--- config.mk ---
export PLATFORM = sky130hd
export DESIGN_NAME = pipeline_monitor
export DESIGN_NICKNAME = d
export VERILOG_FILES = /design/src/rtl/pipeline_monitor_pkg.sv /design/src/rtl/monitor_channel.sv /design/src/rtl/pipeline_monitor.sv
export SDC_FILE = /design/constraint.sdc
export NUM_CORES = 2
export LEC_CHECK = 0
export CAP_MARGIN = 15
export CORE_ASPECT_RATIO = 1.4
export CORE_UTILIZATION = 43
export DETAILED_ROUTE_END_ITERATION = 8
export SKIP_CTS_REPAIR_TIMING = 1
export SLEW_MARGIN = 20
export SYNTH_ARGS = -nofsm -noshare
export SYNTH_HDL_FRONTEND = slang
export SYNTH_HIERARCHICAL = 1
export SYNTH_SLANG_ARGS = --single-unit
--- constraint.sdc ---
create_clock -name clk -period 5.5 [get_ports clk]
set_input_delay 0.55 -clock clk [delete_from_list [all_inputs] [get_ports clk]]
set_output_delay 0.55 -clock clk [all_outputs]
set_load 0.05 [all_outputs]
--- src/rtl/pipeline_monitor_pkg.sv ---
// Shared register map, per-channel register offsets and channel FSM state type
// for the pipeline debug monitor.
package pipeline_monitor_pkg;

  localparam logic [7:0] REG_ID       = 8'h00;
  localparam logic [7:0] REG_CYC      = 8'h01;
  localparam logic [7:0] REG_STICKY   = 8'h02;
  localparam logic [7:0] REG_ERR      = 8'h03;
  localparam logic [7:0] REG_CH_BASE  = 8'h10;
  localparam logic [7:0] REG_CAP_BASE = 8'h40;
  localparam logic [7:0] REG_CAP_VLD  = 8'h60;

  localparam logic [1:0] OFF_START = 2'd0;
  localparam logic [1:0] OFF_DONE  = 2'd1;
  localparam logic [1:0] OFF_BUSY  = 2'd2;
  localparam logic [1:0] OFF_LAT   = 2'd3;

  typedef enum logic {IDLE = 1'b0, BUSY = 1'b1} ch_state_e;

endpackage

--- src/rtl/monitor_channel.sv ---
// One monitored stage: start/done handshake FSM, saturating start/done/busy
// counters, last-op latency and sticky protocol-error flags.
module monitor_channel
  import pipeline_monitor_pkg::*;
#(
  parameter int CNT_W = 32
) (
  input  logic             clk,
  input  logic             rst,
  input  logic             clr_i,
  input  logic             vld_i,
  input  logic             rdy_i,
  output logic [CNT_W-1:0] start_cnt_o,
  output logic [CNT_W-1:0] done_cnt_o,
  output logic [CNT_W-1:0] busy_cnt_o,
  output logic [CNT_W-1:0] last_lat_o,
  output logic             err_overlap_o,
  output logic             err_orphan_o
);

  ch_state_e        state_q, state_d;
  logic [CNT_W-1:0] start_q, start_d, done_q, done_d, busy_q, busy_d;
  logic [CNT_W-1:0] last_q, last_d, cur_q, cur_d;
  logic             ovl_q, ovl_d, orph_q, orph_d;

  function automatic logic [CNT_W-1:0] sat_inc(input logic [CNT_W-1:0] v);
    return (&v) ? v : v + 1'b1;
  endfunction

  always_ff @(posedge clk) begin
    if (rst || clr_i) begin
      state_q <= IDLE;
      start_q <= '0;
      done_q  <= '0;
      busy_q  <= '0;
      last_q  <= '0;
      cur_q   <= '0;
      ovl_q   <= 1'b0;
      orph_q  <= 1'b0;
    end else begin
      state_q <= state_d;
      start_q <= start_d;
      done_q  <= done_d;
      busy_q  <= busy_d;
      last_q  <= last_d;
      cur_q   <= cur_d;
      ovl_q   <= ovl_d;
      orph_q  <= orph_d;
    end
  end

  always_comb begin
    state_d = state_q;
    case (state_q)
      IDLE: if (vld_i && !rdy_i) state_d = BUSY;
      BUSY: if (rdy_i && !vld_i) state_d = IDLE;
      default: state_d = IDLE;
    endcase
  end

  // cur_q counts cycles since the accepted start; copied to last_q on done.
  always_comb begin
    start_d = start_q;
    done_d  = done_q;
    busy_d  = busy_q;
    last_d  = last_q;
    cur_d   = cur_q;
    ovl_d   = ovl_q;
    orph_d  = orph_q;
    case (state_q)
      IDLE: begin
        if (vld_i) begin
          start_d = sat_inc(start_q);
          if (rdy_i) begin
            done_d = sat_inc(done_q);
            last_d = '0;
          end else begin
            cur_d = CNT_W'(1);
          end
        end else if (rdy_i) begin
          orph_d = 1'b1;
        end
      end
      BUSY: begin
        busy_d = sat_inc(busy_q);
        if (rdy_i) begin
          done_d = sat_inc(done_q);
          last_d = cur_q;
          if (vld_i) begin
            start_d = sat_inc(start_q);
            cur_d   = CNT_W'(1);
          end
        end else begin
          cur_d = sat_inc(cur_q);
          if (vld_i) ovl_d = 1'b1;
        end
      end
      default: ;
    endcase
  end

  assign start_cnt_o   = start_q;
  assign done_cnt_o    = done_q;
  assign busy_cnt_o    = busy_q;
  assign last_lat_o    = last_q;
  assign err_overlap_o = ovl_q;
  assign err_orphan_o  = orph_q;

endmodule

--- src/rtl/pipeline_monitor.sv ---
// Debug monitor top: per-stage channels, sticky flags, address-matched
// capture slots, free-running cycle counter and registered read port.
module pipeline_monitor
  import pipeline_monitor_pkg::*;
#(
  parameter int          NUM_CH   = 4,
  parameter int          CNT_W    = 32,
  parameter int          NUM_CAP  = 2,
  parameter int          ADDR_W   = 14,
  parameter int          DATA_W   = 12,
  parameter bit          CAP_LAST = 1'b0,
  parameter logic [31:0] ID_VALUE = 32'd19032003
) (
  input  logic                      clk,
  input  logic                      rst,
  input  logic                      clr_i,
  input  logic [NUM_CH-1:0]         vld_i,
  input  logic [NUM_CH-1:0]         rdy_i,
  input  logic                      cap_qual_i,
  input  logic [ADDR_W-1:0]         cap_addr_i,
  input  logic [DATA_W-1:0]         cap_data_i,
  input  logic [NUM_CAP*ADDR_W-1:0] cap_match_i,
  input  logic                      rd_en_i,
  input  logic [7:0]                rd_addr_i,
  output logic [31:0]               rd_data_o,
  output logic                      rd_vld_o,
  output logic [2*NUM_CH-1:0]       sticky_o
);

  localparam int CH_IW  = (NUM_CH  > 1) ? $clog2(NUM_CH)  : 1;
  localparam int CAP_IW = (NUM_CAP > 1) ? $clog2(NUM_CAP) : 1;

  logic [CNT_W-1:0]                  cyc_q;
  logic [NUM_CH-1:0]                 vseen_q, rseen_q, err_ovl, err_orph;
  logic [NUM_CH-1:0][CNT_W-1:0]      start_cnt, done_cnt, busy_cnt, last_lat;
  logic [NUM_CAP-1:0][DATA_W-1:0]    cap_q;
  logic [NUM_CAP-1:0]                cap_vld_q, cap_hit;
  logic [31:0]                       rd_data_q, rd_val;
  logic                              rd_vld_q;
  logic [5:0]                        ch_off;
  logic [CH_IW-1:0]                  ch_sel;
  logic [CAP_IW-1:0]                 cap_sel;

  for (genvar c = 0; c < NUM_CH; c++) begin : g_ch
    monitor_channel #(.CNT_W(CNT_W)) u_ch (
      .clk           (clk),
      .rst           (rst),
      .clr_i         (clr_i),
      .vld_i         (vld_i[c]),
      .rdy_i         (rdy_i[c]),
      .start_cnt_o   (start_cnt[c]),
      .done_cnt_o    (done_cnt[c]),
      .busy_cnt_o    (busy_cnt[c]),
      .last_lat_o    (last_lat[c]),
      .err_overlap_o (err_ovl[c]),
      .err_orphan_o  (err_orph[c])
    );
  end

  for (genvar k = 0; k < NUM_CAP; k++) begin : g_hit
    assign cap_hit[k] = cap_qual_i && (cap_addr_i == cap_match_i[k*ADDR_W +: ADDR_W]);
  end

  always_ff @(posedge clk) begin
    if (rst || clr_i) begin
      cyc_q     <= '0;
      vseen_q   <= '0;
      rseen_q   <= '0;
      cap_q     <= '0;
      cap_vld_q <= '0;
      rd_data_q <= '0;
      rd_vld_q  <= 1'b0;
    end else begin
      cyc_q     <= cyc_q + 1'b1;
      vseen_q   <= vseen_q | vld_i;
      rseen_q   <= rseen_q | rdy_i;
      cap_vld_q <= cap_vld_q | cap_hit;
      for (int k = 0; k < NUM_CAP; k++)
        if (cap_hit[k] && (CAP_LAST || !cap_vld_q[k])) cap_q[k] <= cap_data_i;
      rd_vld_q <= rd_en_i;
      if (rd_en_i) rd_data_q <= rd_val;
    end
  end

  // Channel window ends at the capture base; channels past 0x3F are unreachable.
  assign ch_off  = rd_addr_i[7:2] - 6'd4;
  assign ch_sel  = ch_off[CH_IW-1:0];
  assign cap_sel = rd_addr_i[CAP_IW-1:0];

  always_comb begin
    rd_val = '0;
    if (rd_addr_i == REG_ID) rd_val = ID_VALUE;
    else if (rd_addr_i == REG_CYC) rd_val = 32'(cyc_q);
    else if (rd_addr_i == REG_STICKY) rd_val = 32'({vseen_q, rseen_q});
    else if (rd_addr_i == REG_ERR) rd_val = 32'({err_ovl, err_orph});
    else if (rd_addr_i == REG_CAP_VLD) rd_val = 32'(cap_vld_q);
    else if (rd_addr_i >= REG_CH_BASE && rd_addr_i < REG_CAP_BASE) begin
      if (32'(ch_off) < NUM_CH) begin
        case (rd_addr_i[1:0])
          OFF_START: rd_val = 32'(start_cnt[ch_sel]);
          OFF_DONE:  rd_val = 32'(done_cnt[ch_sel]);
          OFF_BUSY:  rd_val = 32'(busy_cnt[ch_sel]);
          default:   rd_val = 32'(last_lat[ch_sel]);
        endcase
      end
    end else if (rd_addr_i >= REG_CAP_BASE && rd_addr_i < REG_CAP_BASE + 8'd16) begin
      if (32'(rd_addr_i[3:0]) < NUM_CAP) rd_val = 32'(cap_q[cap_sel]);
    end
  end

  assign rd_data_o = rd_data_q;
  assign rd_vld_o  = rd_vld_q;
  assign sticky_o  = {vseen_q, rseen_q};

endmodule

# After elaboration in Yosys (flattened, before gate mapping)
# Index checks and enable logic that the tools add are counted.
dict set report classes {
  n_addsub 18
  n_lt_le_gt_ge 8
  eq_ne 32
  mux 104
  bitwise_logic 19
  n_reduce_logical 63
}
# cell count
set op_table {}
lappend op_table {{$mux W32} 67}
lappend op_table {{$pmux W32 S2} 16}
lappend op_table {{$add A32 B1 Y32 const B} 17}
lappend op_table {{$reduce_and A32 Y1} 16}
lappend op_table {{$bmux W32 S2} 4}
lappend op_table {{$pmux W32 S3} 1}
lappend op_table {{$mux W12} 4}
lappend op_table {{$reduce_and A3 Y1} 12}
lappend op_table {{$ne A2 B2 Y1 const B} 16}
lappend op_table {{$eq A14 B14 Y1} 2}
lappend op_table {{$ne A3 B3 Y1 const B} 8}
lappend op_table {{$eq A8 B2 Y1 const B} 2}
lappend op_table {{$lt A8 B7 Y1 const B} 2}
lappend op_table {{$not A1 Y1} 16}
lappend op_table {{$reduce_and A4 Y1} 4}
lappend op_table {{$logic_and A1 B1 Y1} 14}
lappend op_table {{$logic_not A1 Y1} 10}
lappend op_table {{$eq A8 B1 Y1 const B} 1}
lappend op_table {{$eq A8 B7 Y1 const B} 1}
lappend op_table {{$ge A8 B5 Y1 const B} 1}
lappend op_table {{$ge A8 B7 Y1 const B} 1}
lappend op_table {{$logic_not A8 Y1} 1}
lappend op_table {{$mux W1} 8}
lappend op_table {{$or A4 B4 Y4} 2}
lappend op_table {{other kinds (12)} 18}
dict set report totals {
  regBits 751
  in_bits 75
  out_inout_bits 41
  elab_cells 284
}

# Depth between registers and ports, before layout
dict set report depth {
  word_depth 11
  mapped_depth 9
  ltp_nobuf 6
}

# Cells and area by module
# The synthesis kept the hierarchy.
# mod instances cells_per_inst area_per_inst_um2 seq_area_each_um2
set modules_own_cells {}
lappend modules_own_cells {{monitor_channel at g_ch[0].u_ch ...} 3 962 7945.1 3263.1}
lappend modules_own_cells {pipeline_monitor 1 921 8859.7 1981.9}
lappend modules_own_cells {{monitor_channel at g_ch[2].u_ch} 1 935 7945.1 3263.1}

# Worst setup path after synthesis
# OpenSTA, ideal clock, no wires.
dict set report synth_path {
  path_type {input -> register}
  from {input rd_addr_i[2]}
  to {register rd_data_q[20], in the netlist rd_data_o[20]}
  setup_time_ps 123
  arrival_ps 2186
  required_time_ps 5377
  path_slack_ps 3191
  stages 8
  path_buffers 3
  path_cell_list {buf_2 > buf_6 > buf_2 > mux4_2 > nor3b_1 > nor3_1 > a221oi_1 > nor2_1}
}
dict set report synth_between {
  elab_chain_len 11
}
# item line
set synth_lines {}
lappend synth_lines {{from (decl)} pipeline_monitor.sv:24} ;# input logic [7:0] rd_addr_i,
lappend synth_lines {{$sub A6 B3 Y6} pipeline_monitor.sv:86} ;# assign ch_off = rd_addr_i[7:2] - 6'd4;
lappend synth_lines {{$bmux W32 S2 (on tied branches)} -}
lappend synth_lines {{$mux W32 (on tied branches)} -}
lappend synth_lines {{$pmux W32 S3} pipeline_monitor.sv:99} ;# case (rd_addr_i[1:0])
lappend synth_lines {{$mux W32} pipeline_monitor.sv:98} ;# if (32'(ch_off) < NUM_CH) begin
lappend synth_lines {{$mux W32} pipeline_monitor.sv:97} ;# else if (rd_addr_i >= REG_CH_BASE && rd_addr_i < REG_CAP_BASE) begin
lappend synth_lines {{$mux W32} pipeline_monitor.sv:96} ;# else if (rd_addr_i == REG_CAP_VLD) rd_val = 32'(cap_vld_q);
lappend synth_lines {{$mux W32} pipeline_monitor.sv:95} ;# else if (rd_addr_i == REG_ERR) rd_val = 32'({err_ovl, err_orph});
lappend synth_lines {{$mux W32} pipeline_monitor.sv:94} ;# else if (rd_addr_i == REG_STICKY) rd_val = 32'({vseen_q, rseen_q});
lappend synth_lines {{$mux W32} pipeline_monitor.sv:93} ;# else if (rd_addr_i == REG_CYC) rd_val = 32'(cyc_q);
lappend synth_lines {{$mux W32 *} pipeline_monitor.sv:92} ;# if (rd_addr_i == REG_ID) rd_val = ID_VALUE;
lappend synth_lines {{to (signal assigned)} pipeline_monitor.sv:81} ;# if (rd_en_i) rd_data_q <= rd_val;
lappend synth_lines {{to (decl)} pipeline_monitor.sv:38} ;# logic [31:0] rd_data_q, rd_val;
# Mark *: on every way between the ends. The rest lies on a longest branch, timed or not. The select of a mux whose other input is x is not followed.
# A chain may end at the register's enable or synchronous reset.

# Worst setup path in the final report
dict set report layout_path {
  from {register g_ch[3].u_ch.state_q}
  to {register g_ch[3].u_ch.cur_q[23]}
}
dict set report layout_between {
  elab_chain_len 3
}
# item line
set layout_lines {}
lappend layout_lines {{from (decl)} monitor_channel.sv:21} ;# ch_state_e state_q, state_d;
lappend layout_lines {{from (signal assigned)} monitor_channel.sv:41} ;# state_q <= state_d;
lappend layout_lines {{$not A1 Y1} monitor_channel.sv:70} ;# case (state_q)
lappend layout_lines {{$ne A2 B2 Y1 (no source line)} -}
lappend layout_lines {{$reduce_and A4 Y1 (no source line)} -}
lappend layout_lines {{to (signal assigned)} monitor_channel.sv:46} ;# cur_q <= cur_d;
lappend layout_lines {{to (decl)} monitor_channel.sv:23} ;# logic [CNT_W-1:0] last_q, last_d, cur_q, cur_d;
# Several ways; a longest one is shown, not always the timed one.

==> impl_metrics.ini <==
[critical_path]
critPathArrivalTime_ps = 3740
reg2regPathDepth = 6
reg2reg_slack_ps = 2340
end_kind = register
rr_startpoint = g_ch[3].u_ch/state_q
path_max_fanout = 20
r2r_end = g_ch[3].u_ch/cur_q[23]
worstSetupPathType = register to register
cp.required_ps = 6090
start_kind = register

[sta]
hold_viol = 0
finalSetupTns_ps = 0
finalSetupViolCount = 0
fin_crit_sh_pct = 57.4
tightest_slew_ps = 1020
max_freq_mhz = 317
relSlewSlack_pct = 31.3
fin_ws_ps = 2340
finClkSkew_ps = 39.2
post-route-min-period_ps = 3160
drv_slew = 0
grt_setup_unrepaired = false

[cells_and_area]
utilization_pct = 48.2
syn_to_final_growth_pct = 11.4
layout.nets = 4780
drive_gt1_share_pct = 9.93
instances_no_fill = 5958

[grt]
grt_overflow = 0
antenna_found_initial = 2
first_global_vias = 35500
gr-usage-all-layers_pct = 30.3
grt_first_pass_wirelength_um = 222000
grt_start_max_net_pins = 87

[drt]
routed_wl_um = 148000
wire_per_inst_um = 24.9
first_iter_violations = 3949
route.detailed.drc = 0
vias = 39000
first_pass_iters = 8
vias_per_cell = 6.54
ant_nets = 0

[run_status]
status = finished clean

[clock_network]
cts_max_level = 3
insertion_delay_ps = 680
cts_tree = yes
clk_pin_slew_ps = 60
cts_sinks = 751
clockBufferDepth = 3
cts_buffers = 80
root_buffer = clkbuf_16

[power_and_ir_drop]
p_leak_uw = 0.0140
ir_drop_mv = 0.232
combinationalPowerShare_pct = 5.9
p_sw_share_pct = 24.7
power_density_mw_per_mm2 = 264
seq_power_share_pct = 45.9
p_sw_uw = 2950
internal_power_uw = 8990
clkPwrFrac_pct = 48.2

[synthesis]
ys_seq_area_share_pct = 37.0
ys_top_cells_by_count = dfxtp_1 (751), nor2_1 (406), nand2_1 (385)
synth_seq_cells = 751
synth_fp_nets = 4834
netlist_area_mm2 = 0.0406
syn_area_per_cell_um2 = 8.57
yosysWarnings = 6
yosys-top-cells-area = dfxtp_1 (37%), mux4_2 (5.4%), a21oi_1 (3.9%)
yosysMostFrequentCell = dfxtp_1
synth_ff_type = dfxtp_1
yosys.area.top_type = dfxtp_1
synthCells = 4742
synth_top_area_share_pct = 37.0
synth_cell_types = 93
synth-edff-count = 0
synthArstFlopShare_pct = 0

[placed_design]
dp_hpwl_um = 107000
place_inst = 5821
preCtsSetupSlack_ps = 1910
portBuffers = 115
place_congestion = 0.981

[min_path]
worstHoldEndpoint = g_ch[2].u_ch/start_cnt_o[19]
hold_class = input pin to register
worstHoldPathCells = 3
min_from = rst

[floorplan]
fp.dieH_um = 366
die_area_mm2 = 0.0958
core_area_mm2 = 0.0939
start_util_pct = 43.3
io_pins = 116
rows = 133
fp.dieW_um = 262

[flow_run]
drv_cap = 0
## cells by family after synthesis
kind of cell,count (synthesis),share of synthesized area [%]
multiplexers,236,9.03
buffers and inverters,385,4.05
AND/OR/NAND/NOR,2013,26.7
XOR/XNOR,100,2.16
flip-flops,751,37.0
adder cells (fa/ha/maj),17,0.523
AO/OA/AOI/OAI,1240,20.5
## state kept, by name (all words and copies together) (netlist names)
name and cells:
g_ch.u_ch/busy_cnt_o 128, g_ch.u_ch/cur_q 128, g_ch.u_ch/done_cnt_o 128, g_ch.u_ch/last_lat_o 128, g_ch.u_ch/start_cnt_o 128, cyc_q 32
rd_data_o 32, cap_q 24, g_ch.u_ch/err_orphan_o 4, g_ch.u_ch/err_overlap_o 4, g_ch.u_ch/state_q 4, rseen_q 4
vseen_q 4, cap_vld_q 2, rd_vld_o 1
## placed cells by master, fill, tap and decap left out, drive strengths merged, types with 29 or more instances in the layout
| cell type | netlist | final |
|---|---|---|
| and2 | 37 | 37 |
| and4 | 71 | 71 |
| xor2 | 32 | 32 |
| mux4 | 98 | 98 |
| dfxtp | 751 | 751 |
| nand3 | 272 | 272 |
| mux2 | 64 | 64 |
| inv | 69 | 72 |
| buf | 84 | 69 |
| or3 | 196 | 196 |
| nand4 | 165 | 165 |
| a211oi | 36 | 36 |
| nor2 | 406 | 406 |
| nand2 | 385 | 385 |
| or4 | 137 | 137 |
| o22ai | 48 | 48 |
| xnor2 | 68 | 68 |
| mux2i | 74 | 74 |
| o31ai | 125 | 125 |
| clkdlybuf4s50 | 0 | 109 |
| nor2b | 29 | 29 |
| o21ai | 232 | 232 |
| a21oi | 313 | 313 |
| nor4 | 86 | 86 |
| o211ai | 43 | 43 |
| a22oi | 131 | 131 |
| a31oi | 62 | 62 |
| nor3 | 72 | 72 |
| and3 | 86 | 86 |
| clkbuf | 230 | 110 |
## worst max-delay path, stage by stage, from the launching register on
cell and delay, ps:
dfxtp_1 790, nor2b_1 220, buf_4 260, nand2_1 510
a41oi_1 860, nand2_1 150, o41ai_1 260
## final cells by class
type                       count  area, um2
fill                        9060      48600
multi-input combinational   3606      24100
sequential                   751      15000
clock buffer                 110       2300
timing repair buffer         178       1670
tap                         1215       1520
clock inverter                26        423
inverter                      71        267
antenna                        1       2.50
## worst max path at each step
stage / cells past startpoint / start / end / slack [ps]
floorplan: 8 / rd_addr_i[2] / rd_data_o[20] / 3190
global placement: 7 / rdy_i[0] / g_ch[0].u_ch/start_cnt_o[11] / 1970
detailed placement: 7 / rdy_i[0] / g_ch[0].u_ch/start_cnt_o[11] / 1910
CTS: 6 / g_ch[3].u_ch/state_q / g_ch[3].u_ch/cur_q[23] / 2410
global route: 6 / g_ch[3].u_ch/state_q / g_ch[3].u_ch/cur_q[23] / 2080
finish: 6 / g_ch[3].u_ch/state_q / g_ch[3].u_ch/cur_q[23] / 2340
## metrics by stage
step | total power (uW) | cell area (um2) | hold slack, ps
6_report | 11900 | 45300 | 399
3_5_place_dp | 6300 | 42500 | 448
4_1_cts | 12000 | 45300 | 375
3_3_place_gp | 6300 | 42500 | 443
5_1_grt | 12300 | 45300 | 401
2_1_floorplan | 6010 | 40600 | 428
## power groups by stage
stage,Combinational [uW],Clock (uW),Sequential [uW]
final,704,5750,5480
after global routing,739,6050,5480
after CTS,694,5850,5480
after detailed placement,693,0,5600
after global placement,692,0,5600
after floorplan,402,0,5610
## per-layer routing
layer | vias to the layer above | global-route usage (%) | part of all wire (%)
li1 | 18100 | - | -
met3 | 347 | 4.08 | 7.0
met4 | 4 | 18.0 | 6.3
met5 | - | 0 | 0.018
met1 | 18900 | 38.2 | 39
met2 | 1546 | 48.9 | 47
No activity file was read; power rests on OpenSTA's default activity.
